`src/rtl/uart_tx_arbiter_if.sv`:
```
// Requester/transmitter bundle for uart_tx_arbiter. The arbiter takes the slave
// modport; the requesters plus the byte transmitter sit on the master side.
interface uart_tx_arbiter_if #(
    parameter int NUM_REQ = 4
);
    logic [NUM_REQ-1:0]   req;
    logic [8*NUM_REQ-1:0] req_data;
    logic [NUM_REQ-1:0]   grant;
    logic [NUM_REQ-1:0]   done;
    logic                 busy;
    logic [7:0]           tx_data_byte;
    logic                 tx_send_en;
    logic                 tx_done;
    logic                 timeout_err;

    modport master (
        output req, req_data, tx_done,
        input  grant, done, busy, tx_data_byte, tx_send_en, timeout_err
    );

    modport slave (
        input  req, req_data, tx_done,
        output grant, done, busy, tx_data_byte, tx_send_en, timeout_err
    );
endinterface

```
`src/rtl/uart_tx_arbiter.sv`:
```
// Round-robin sharing of one UART byte transmitter among NUM_REQ requesters, with an
// idle gap between bytes. Define UART_ARB_TIMEOUT_EN to add the stuck-transmitter watchdog.
module uart_tx_arbiter #(
    parameter int NUM_REQ        = 4,
    parameter int GAP_CYCLES     = 16,
    parameter int TIMEOUT_CYCLES = 120000
) (
    input logic              clk,
    input logic              rst,
    uart_tx_arbiter_if.slave bus
);
    localparam int              PW       = $clog2(NUM_REQ);
    localparam logic [PW:0]     NR       = (PW+1)'(NUM_REQ);
    localparam logic [PW-1:0]   LAST_IDX = PW'(NUM_REQ - 1);
    localparam logic [15:0]     GAP_LAST = 16'((GAP_CYCLES > 0) ? GAP_CYCLES - 1 : 0);

    typedef enum logic [1:0] {S_IDLE, S_WAIT_DONE, S_GAP} state_t;

    state_t                   r_state;
    logic [PW-1:0]            r_ptr;
    logic [PW-1:0]            r_win;
    logic [NUM_REQ-1:0]       r_grant;
    logic [NUM_REQ-1:0]       r_done;
    logic                     r_busy;
    logic                     r_send;
    logic [7:0]               r_data;
    logic [15:0]              r_gap_cnt;

    logic [NUM_REQ-1:0][7:0]  w_bytes;
    logic                     w_found;
    logic [PW-1:0]            w_sel;
    logic [PW:0]              w_idx;
    logic [PW-1:0]            w_ptr_nxt;
    logic                     w_tx_ok;
    logic                     w_expired;
    logic                     w_finish;

    assign w_bytes   = bus.req_data;
    assign w_ptr_nxt = (r_win == LAST_IDX) ? '0 : r_win + 1'b1;
    // tx_done during the issue cycle (send_en still high) cannot be a real completion
    assign w_tx_ok   = bus.tx_done && !r_send;
    assign w_finish  = (r_state == S_WAIT_DONE) && (w_tx_ok || w_expired);

    // First requester at or after r_ptr, wrapping explicitly modulo NUM_REQ
    always_comb begin
        w_found = 1'b0;
        w_sel   = '0;
        w_idx   = '0;
        for (int k = 0; k < NUM_REQ; k++) begin
            w_idx = {1'b0, r_ptr} + (PW+1)'(k);
            if (w_idx >= NR) w_idx = w_idx - NR;
            if (!w_found && bus.req[w_idx[PW-1:0]]) begin
                w_found = 1'b1;
                w_sel   = w_idx[PW-1:0];
            end
        end
    end

`ifdef UART_ARB_TIMEOUT_EN
    localparam logic [23:0] TMO_LAST = 24'(TIMEOUT_CYCLES - 1);
    logic [23:0] r_wdog;
    logic        r_tmo;
    assign w_expired       = (r_wdog == TMO_LAST);
    assign bus.timeout_err = r_tmo;
`else
    assign w_expired       = 1'b0;
    assign bus.timeout_err = 1'b0;
`endif

    always_ff @(posedge clk) begin
        if (rst) begin
            r_state   <= S_IDLE;
            r_ptr     <= '0;
            r_win     <= '0;
            r_grant   <= '0;
            r_done    <= '0;
            r_busy    <= 1'b0;
            r_send    <= 1'b0;
            r_data    <= 8'h00;
            r_gap_cnt <= '0;
`ifdef UART_ARB_TIMEOUT_EN
            r_wdog    <= '0;
            r_tmo     <= 1'b0;
`endif
        end else begin
            r_grant <= '0;
            r_done  <= '0;
            r_send  <= 1'b0;
`ifdef UART_ARB_TIMEOUT_EN
            r_tmo   <= 1'b0;
`endif
            case (r_state)
                S_IDLE: begin
                    if (w_found) begin
                        r_state <= S_WAIT_DONE;
                        r_grant <= NUM_REQ'(1) << w_sel;
                        r_send  <= 1'b1;
                        r_data  <= w_bytes[w_sel];
                        r_win   <= w_sel;
                        r_busy  <= 1'b1;
`ifdef UART_ARB_TIMEOUT_EN
                        r_wdog  <= '0;
`endif
                    end
                end
                S_WAIT_DONE: begin
`ifdef UART_ARB_TIMEOUT_EN
                    r_wdog <= r_wdog + 1'b1;
`endif
                    if (w_finish) begin
                        // a real tx_done outranks a simultaneous watchdog expiry
                        r_done    <= w_tx_ok ? (NUM_REQ'(1) << r_win) : '0;
`ifdef UART_ARB_TIMEOUT_EN
                        r_tmo     <= !w_tx_ok;
`endif
                        r_ptr     <= w_ptr_nxt;
                        r_gap_cnt <= '0;
                        if (GAP_CYCLES > 0) begin
                            r_state <= S_GAP;
                        end else begin
                            r_state <= S_IDLE;
                            r_busy  <= 1'b0;
                        end
                    end
                end
                S_GAP: begin
                    if (r_gap_cnt == GAP_LAST) begin
                        r_state <= S_IDLE;
                        r_busy  <= 1'b0;
                    end else begin
                        r_gap_cnt <= r_gap_cnt + 1'b1;
                    end
                end
                default: begin
                    r_state <= S_IDLE;
                    r_busy  <= 1'b0;
                end
            endcase
        end
    end

    assign bus.grant        = r_grant;
    assign bus.done         = r_done;
    assign bus.busy         = r_busy;
    assign bus.tx_data_byte = r_data;
    assign bus.tx_send_en   = r_send;
endmodule

```
`src/flat_wrapper.sv`:
```
// flat-port wrapper written by rule: the top's interface ports become plain ports
module uart_tx_arbiter_flat 
#(
    parameter int NUM_REQ        = 4,
    parameter int GAP_CYCLES     = 16,
    parameter int TIMEOUT_CYCLES = 120000
)
  (clk, rst, bus_req, bus_req_data, bus_tx_done, bus_grant, bus_done, bus_busy, bus_tx_data_byte, bus_tx_send_en, bus_timeout_err);
  uart_tx_arbiter_if #(.NUM_REQ(NUM_REQ)) bus_i ();
  input logic clk;
  input logic rst;
  input wire logic [$bits(bus_i.req)-1:0] bus_req;
  input wire logic [$bits(bus_i.req_data)-1:0] bus_req_data;
  input wire logic [$bits(bus_i.tx_done)-1:0] bus_tx_done;
  output wire logic [$bits(bus_i.grant)-1:0] bus_grant;
  output wire logic [$bits(bus_i.done)-1:0] bus_done;
  output wire logic [$bits(bus_i.busy)-1:0] bus_busy;
  output wire logic [$bits(bus_i.tx_data_byte)-1:0] bus_tx_data_byte;
  output wire logic [$bits(bus_i.tx_send_en)-1:0] bus_tx_send_en;
  output wire logic [$bits(bus_i.timeout_err)-1:0] bus_timeout_err;
  assign bus_i.req = bus_req;
  assign bus_i.req_data = bus_req_data;
  assign bus_i.tx_done = bus_tx_done;
  assign bus_grant = bus_i.grant;
  assign bus_done = bus_i.done;
  assign bus_busy = bus_i.busy;
  assign bus_tx_data_byte = bus_i.tx_data_byte;
  assign bus_tx_send_en = bus_i.tx_send_en;
  assign bus_timeout_err = bus_i.timeout_err;
  uart_tx_arbiter #(.NUM_REQ(NUM_REQ), .GAP_CYCLES(GAP_CYCLES), .TIMEOUT_CYCLES(TIMEOUT_CYCLES)) u_core (.clk(clk), .rst(rst), .bus(bus_i));
endmodule
```
`config.mk`:
```
export PLATFORM = sky130hd
export DESIGN_NAME = uart_tx_arbiter_flat
export DESIGN_NICKNAME = d
export VERILOG_FILES = /design/src/rtl/uart_tx_arbiter_if.sv /design/src/rtl/uart_tx_arbiter.sv /design/src/flat_wrapper.sv
export SDC_FILE = /design/constraint.sdc
export NUM_CORES = 1
export LEC_CHECK = 0
export BUFFER_PORTS_ARGS = -buffer_cell sky130_fd_sc_hd__buf_4
export CELL_PAD_IN_SITES_DETAIL_PLACEMENT = 0
export CELL_PAD_IN_SITES_GLOBAL_PLACEMENT = 1
export CORE_MARGIN = 10
export CORE_UTILIZATION = 40
export CTS_CLUSTER_DIAMETER = 120
export CTS_CLUSTER_SIZE = 14
export DETAILED_ROUTE_END_ITERATION = 8
export GPL_TIMING_DRIVEN = 0
export HOLD_SLACK_MARGIN = 0.12
export PLACE_DENSITY = 0.81
export SETUP_SLACK_MARGIN = 0.15
export SLEW_MARGIN = 5
export SYNTH_ARGS = -nofsm -noshare
export SYNTH_HDL_FRONTEND = slang
export SYNTH_SLANG_ARGS = --single-unit
```
`constraint.sdc`:
```
create_clock -name clk -period 2.9 [get_ports clk]
set_input_delay 0.29 -clock clk [delete_from_list [all_inputs] [get_ports clk]]
set_output_delay 0.29 -clock clk [all_outputs]
set_load 0.05 [all_outputs]
```
==> results of run 1 <==
worst reg2reg max path, cell delays in order, from the launching register on:
cell,delay (ns)
dfxtp_1,0.39
inv_1,0.08
ha_1,0.27
inv_1,0.06
a21o_1,0.24
o21bai_1,0.43
clkbuf_1,0.44
nor2_1,0.11
worst max path at each step:
stage	startpoint	to	slack, ns	cells past startpoint
floorplan	u_core.bus.tx_send_en$_SDFF_PP0_	u_core.r_gap_cnt[10]$_SDFFE_PP0P_	1.07	5
global placement	bus_req[2]	u_core.bus.tx_data_byte[6]$_SDFFE_PP0P_	0.74	6
detailed placement	bus_req[2]	u_core.bus.tx_data_byte[2]$_SDFFE_PP0P_	0.71	6
CTS	u_core.r_state[0]$_SDFFE_PP0P_	u_core.r_gap_cnt[14]$_SDFFE_PP0P_	0.69	7
global route	u_core.r_state[0]$_SDFFE_PP0P_	u_core.r_gap_cnt[3]$_SDFFE_PP0P_	0.51	7
finish	u_core.r_state[0]$_SDFFE_PP0P_	u_core.r_gap_cnt[14]$_SDFFE_PP0P_	0.74	7
flip-flops by register name, indices dropped and copies added (netlist names):
| name | cells |
|---|---|
| u_core.r_win | 2 |
| u_core.bus.tx_send_en | 1 |
| u_core.r_state | 2 |
| u_core.bus.busy | 1 |
| u_core.r_gap_cnt | 16 |
| u_core.r_ptr | 2 |
| u_core.bus.tx_data_byte | 8 |
| u_core.bus.done | 4 |
| u_core.bus.grant | 4 |
through the flow:
| stage | cells | setup WS [ns] |
|---|---|---|
| after floorplan | 207 | 1.07 |
| after global placement | 317 | 0.744 |
| after detailed placement | 317 | 0.712 |
| after CTS | 325 | 0.692 |
| after global routing | 325 | 0.505 |
| final | 325 | 0.743 |
cell type report:
class,count,area [µm²]
sequential,40,801
tap,54,67.6
fill,448,2150
clock buffer,5,68.8
buffer,8,33.8
inverter,7,26.3
multi-input combinational,152,1050
clock inverter,3,42.5
timing repair buffer,56,420
layout by cell type (no fill, tap or decap), types with 2 or more instances in the layout:
cell	count
nand4_1	3
a21oi_1	7
and4_1	2
inv_1	7
a2111oi_1	3
nand3_1	7
nor2_1	31
a211oi_1	3
o21ai_1	2
dfxtp_1	40
nor2b_1	4
or4_1	3
clkbuf_8	5
buf_4	57
mux2i_1	21
ha_1	6
o221ai_1	8
nand2_1	18
nor4_1	2
nand2b_1	3
xnor2_1	7
xor2_1	8
clkbuf_1	6
cell usage after synthesis (4+ instances only):
master and number:
nand2_1 18, o221ai_1 8, dfxtp_1 40, nand3_1 7
ha_1 6, nor2b_1 4, nor2_1 31, mux2i_1 21
inv_1 7, xnor2_1 7, xor2_1 8, a21oi_1 7
clkbuf_1 6
logic make-up after synthesis:
logic type	count (synthesis)	share of synthesized area
buf+inv	15	0.0315
fa+ha+maj	6	0.0394
xor+xnor	15	0.0689
mux	21	0.110
other cells	1	0.00197
simple gates	78	0.201
flops	40	0.420
compound gates	31	0.127
layer usage:
| layer | vias up | wire length, µm | global-route usage |
|---|---|---|---|
| met4 | 0 | 38 | 0.0260 |
| met3 | 6 | 364 | 0.0602 |
| met2 | 38 | 2190 | 0.180 |
| met1 | 750 | 2130 | 0.157 |
| met5 | - | 0 | 0 |
| li1 | 858 | - | - |
power by group:
part           leakage (nW)  switching [mW]  total (mW)  internal [mW]
sequential            0.326          0.0628       0.707          0.644
clock                0.0541           0.203       0.458          0.255
combinational         0.659           0.558       0.855          0.296
==> impl_metrics.ini, run 1 <==
[min_path]
worstHoldPathCells = 3
min_path_type = primary input to register
hp-start = bus_req_data[5]
min_to = u_core.bus.tx_data_byte[5]$_SDFFE_PP0P_

[sta]
final.setup_skew_ns = 0.00758
post-route-period-util = 0.744
worst_slew_pin_slew_ns = 0.886
fmax_mhz = 464
rsz0062_at_grt = no
setup_tns_ns = 0
max_slew_margin = 0.408
whs_ns = 0.302
slew_violations = 0
finalHoldViolCount = 0
finalCriticalPeriod_ns = 2.16
finalSetupViolations = 0

[drt]
wirelength_um = 4730
route.detailed.drc = 0
wire_per_inst_um = 14.6
vias = 1652
viasPerCell = 5.08
ant_nets = 0
firstDrtPassIters = 4
first_iter_violations = 98

[critical_path]
crit_path_start_kind = register
cp_cell_sequence = inv_1, ha_1, inv_1, a21o_1, o21bai_1, clkbuf_1, nor2_1
critPathArrivalTime_ns = 2.32
slowest_stage = clkbuf_1
r2r-start = u_core.r_state[0]$_SDFFE_PP0P_
critPathRequiredTime_ns = 3.07
cp_common_cell = inv_1
end_kind = register
r2r_end = u_core.r_gap_cnt[14]$_SDFFE_PP0P_
critPathMaxFanout = 10
crit_buf_inv = 3
regToRegSetupSlack_ns = 0.74
crit_family = compound AO/OA/AOI/OAI gates
worst-r2r-cell-count = 7
slowest_delay_ns = 0.44
path_class = register to register

[cts]
clk_pin_slew_ns = 0.08
cts_setup_buffers = 0
cts.path.max_buffers = 2
root_buffer = clkbuf_8
cts_resized = 0
clock_latency_ns = 0.30
cts_inserted_buffers = 5
clock_sinks = 40
cts_tree = done
cts_hold_buffers = 0
htreeDepth = 2

[logic_synthesis]
synthArstFlopShare = 0
syn_inst = 207
yosysWarnings = 0
ys_types = 37
synth-edff-count = 0
synth-main-ff-cell = dfxtp_1
syn_nets = 252
seq_area_frac_synth = 0.420
syn_area_per_cell_um2 = 9.21
synth_top_area_cell = dfxtp_1
synthTopCellsByArea = dfxtp_1 (42%), mux2i_1 (11%), nor2_1 (6.1%)
synth_area_um2 = 1910
yosys_register_bits = 40
netlist.area_leader.share = 0.420

[global_route]
grtUsageTotal = 0.122
grt-ovfl-total = 0
grt_pass1_wl_um = 7790
grt_max_degree = 14
grt_pass1_vias = 1659
antenna_found_initial = 0

[floorplan]
dieArea_um2 = 7930
core_um2 = 4660
start_util = 0.409
rows = 25
die_x_um = 89.0
die_h_um = 89.0
io_pins = 58

[power_and_ir_drop]
power_mw = 2.02
leakage_nw = 1.04
ir_worst_vdd_mv = 0.424
power.density_nw_per_um2 = 806

[cells_and_area]
diodes = 0
post-route-util = 0.538
fin_area_um2 = 2510
layout.nets = 315
syn_to_final_growth_pct = 31.4
drive_gt1_frac = 0.255

[placed_design]
placed_cell_area_um2 = 2390
place_hpwl_um = 3780
port_buffers = 56
routabilityCongestion = 0.736

[outcome]
status = completed

[flow_run]
max_cap_violations = 0
(Power assumes the default switching activity.)
==> run 2: changes to the inputs <==
CORE_UTILIZATION = 37   (was 40)
PLACE_DENSITY = 0.76   (was 0.81)
clock period = 2.2 ns   (was 2.9 ns; I/O delays follow)
==> run 2 against run 1 <==
Net effect: count of clock-buffer cells in the layout grew 1; core utilization shrank 3.9 points; global-route usage shrank 0.73 points; clock power fell by 0.9%; highest routed layer unchanged.
==> impl_metrics.ini, run 2 (synthesized netlist as in run 1, its figures left out) <==
[outcome]
status = completed

[sta]
max_slew_margin = 0.544
final.setup_skew_ns = 0.00760
finalSetupViolations = 0
slew_violations = 0
post-route-period-util = 0.875
setup_tns_ns = 0
finalCriticalPeriod_ns = 1.92
rsz0062_at_grt = no
fmax_mhz = 520
worst_slew_pin_slew_ns = 0.683
finalHoldViolCount = 0

[critical_path]
crit_path_start_kind = register
r2r_end = u_core.r_gap_cnt[13]$_SDFFE_PP0P_
worst-r2r-cell-count = 6
end_kind = register
critPathArrivalTime_ns = 2.10
r2r-start = u_core.r_state[1]$_SDFFE_PP0P_
regToRegSetupSlack_ns = 0.28
cp_cell_sequence = inv_1, ha_1, a2111oi_2, nand4_1, xor2_1, nor2_1
critPathRequiredTime_ns = 2.37
slowest_stage = a2111oi_2
path_class = register to register
slowest_delay_ns = 0.64
critPathMaxFanout = 7

[cells_and_area]
largest_register = u_core.r_gap_cnt
final_cell_mix = buf_4 (58), dfxtp_1 (40), nor2_1 (31), mux2i_1 (21), nand2_1 (18)
syn_to_final_growth_pct = 31.8
layout.nets = 316
layout_commonest_cell = buf_4
fin_area_um2 = 2510
drive_gt1_frac = 0.266
largest_reg_flops = 16
diodes = 0

[floorplan]
start_util = 0.378
core_um2 = 5040
io_pins = 58
dieArea_um2 = 8430
die_x_um = 91.8
die_h_um = 91.8
rows = 26

[min_path]
worstHoldPathCells = 3
min_to = u_core.bus.tx_data_byte[4]$_SDFFE_PP0P_
min_path_type = primary input to register
hp-start = bus_req_data[4]

[cts]
cts.path.max_buffers = 2
root_buffer = clkbuf_8
htreeDepth = 2
clock_latency_ns = 0.29
clk_pin_slew_ns = 0.07
cts_hold_buffers = 0
clock_sinks = 40
cts_tree = done
cts_inserted_buffers = 5

[global_route]
grt-ovfl-total = 0
grtUsageTotal = 0.115
grt_max_degree = 12
antenna_found_initial = 0
grt_pass1_wl_um = 8030
grt_pass1_vias = 1711

[power_and_ir_drop]
ir_worst_vdd_mv = 0.608
power.density_nw_per_um2 = 1000
leakage_nw = 1.04

[placed_design]
port_buffers = 56
placed_cell_area_um2 = 2410
place_hpwl_um = 3730
routabilityCongestion = 0.723

[drt]
firstDrtPassIters = 4
first_iter_violations = 91
vias = 1681
viasPerCell = 4.93
route.detailed.drc = 0
wire_per_inst_um = 14.0
wirelength_um = 4770
ant_nets = 0

[flow_run]
max_cap_violations = 0
-- run 2: cell count changes in the layout (fill, tap and decap cells not counted), sizes merged --
cell	before	now
bufinv	1	0
clkinvlp	1	0
clkbuf	11	12
buf	58	59
-- run 2: metal layers --
layer,track usage,up-vias,part of all wire
li1,-,859,-
met1,0.135,773,0.45
met2,0.181,45,0.46
met3,0.0546,4,0.079
met4,0.0386,0,0.0094
met5,0,-,0
-- run 2: power breakdown --
part	switching (mW)	internal (mW)
Clock	0.238	0.216
Combinational	0.737	0.397
Sequential	0.0866	0.850
-- run 2: stage by stage --
step | hold WS [ns] | power [mW] | cells | worst slack [ns] | util
finish | 0.235 | 2.52 | 341 | 0.276 | 0.499
global route | 0.255 | 2.69 | 341 | 0.161 | 0.499
CTS | 0.234 | 2.54 | 340 | 0.161 | 0.496
detailed placement | 0.454 | 2.08 | 333 | 0.00823 | 0.479
global placement | 0.448 | 2.07 | 333 | 0.0640 | 0.479
floorplan | 0.438 | 1.75 | 207 | 0.368 | -
-- run 2: repair_timing --
item | 4_1_cts | 5_1_grt
hold endpoints to repair | 0 | 0
pin swaps | 0 | 1
setup buffers | 0 | 1
setup endpoints to repair | 11 | 18
resized for setup | 2 | 2
gates cloned | 0 | 0
-- run 2: layout make-up --
type	count	area, µm²
buffer	8	35.0
inverter	7	26.3
tap	70	87.6
clock buffer	6	72.6
timing repair buffer	57	428
fill	479	2530
sequential	40	801
clock inverter	1	5.00
multi-input combinational	152	1060
-- run 2: worst max path at each step --
| stage | startpoint | end | slack, ns | cells past startpoint |
|---|---|---|---|---|
| after global routing | u_core.r_ptr[0]$_SDFFE_PP0P_ | u_core.bus.tx_data_byte[5]$_SDFFE_PP0P_ | 0.16 | 6 |
| after global placement | u_core.r_state[0]$_SDFFE_PP0P_ | u_core.r_gap_cnt[1]$_SDFFE_PP0P_ | 0.06 | 7 |
| after CTS | u_core.r_state[0]$_SDFFE_PP0P_ | u_core.r_gap_cnt[13]$_SDFFE_PP0P_ | 0.16 | 7 |
| final | u_core.r_state[1]$_SDFFE_PP0P_ | u_core.r_gap_cnt[13]$_SDFFE_PP0P_ | 0.28 | 6 |
| after floorplan | u_core.bus.tx_send_en$_SDFF_PP0_ | u_core.r_gap_cnt[10]$_SDFFE_PP0P_ | 0.37 | 5 |
| after detailed placement | u_core.r_state[0]$_SDFFE_PP0P_ | u_core.r_gap_cnt[15]$_SDFFE_PP0P_ | 0.008 | 7 |
-- run 2: critical path, delay by kind of cell, from the launching register on --
kind	cells	cell delay [ns]
XOR/XNOR	1	0.17
flip-flops	1	0.36
AO/OA/AOI/OAI	1	0.64
AND/OR/NAND/NOR	2	0.25
adder cells (fa/ha/maj)	1	0.29
buffers and inverters	1	0.09
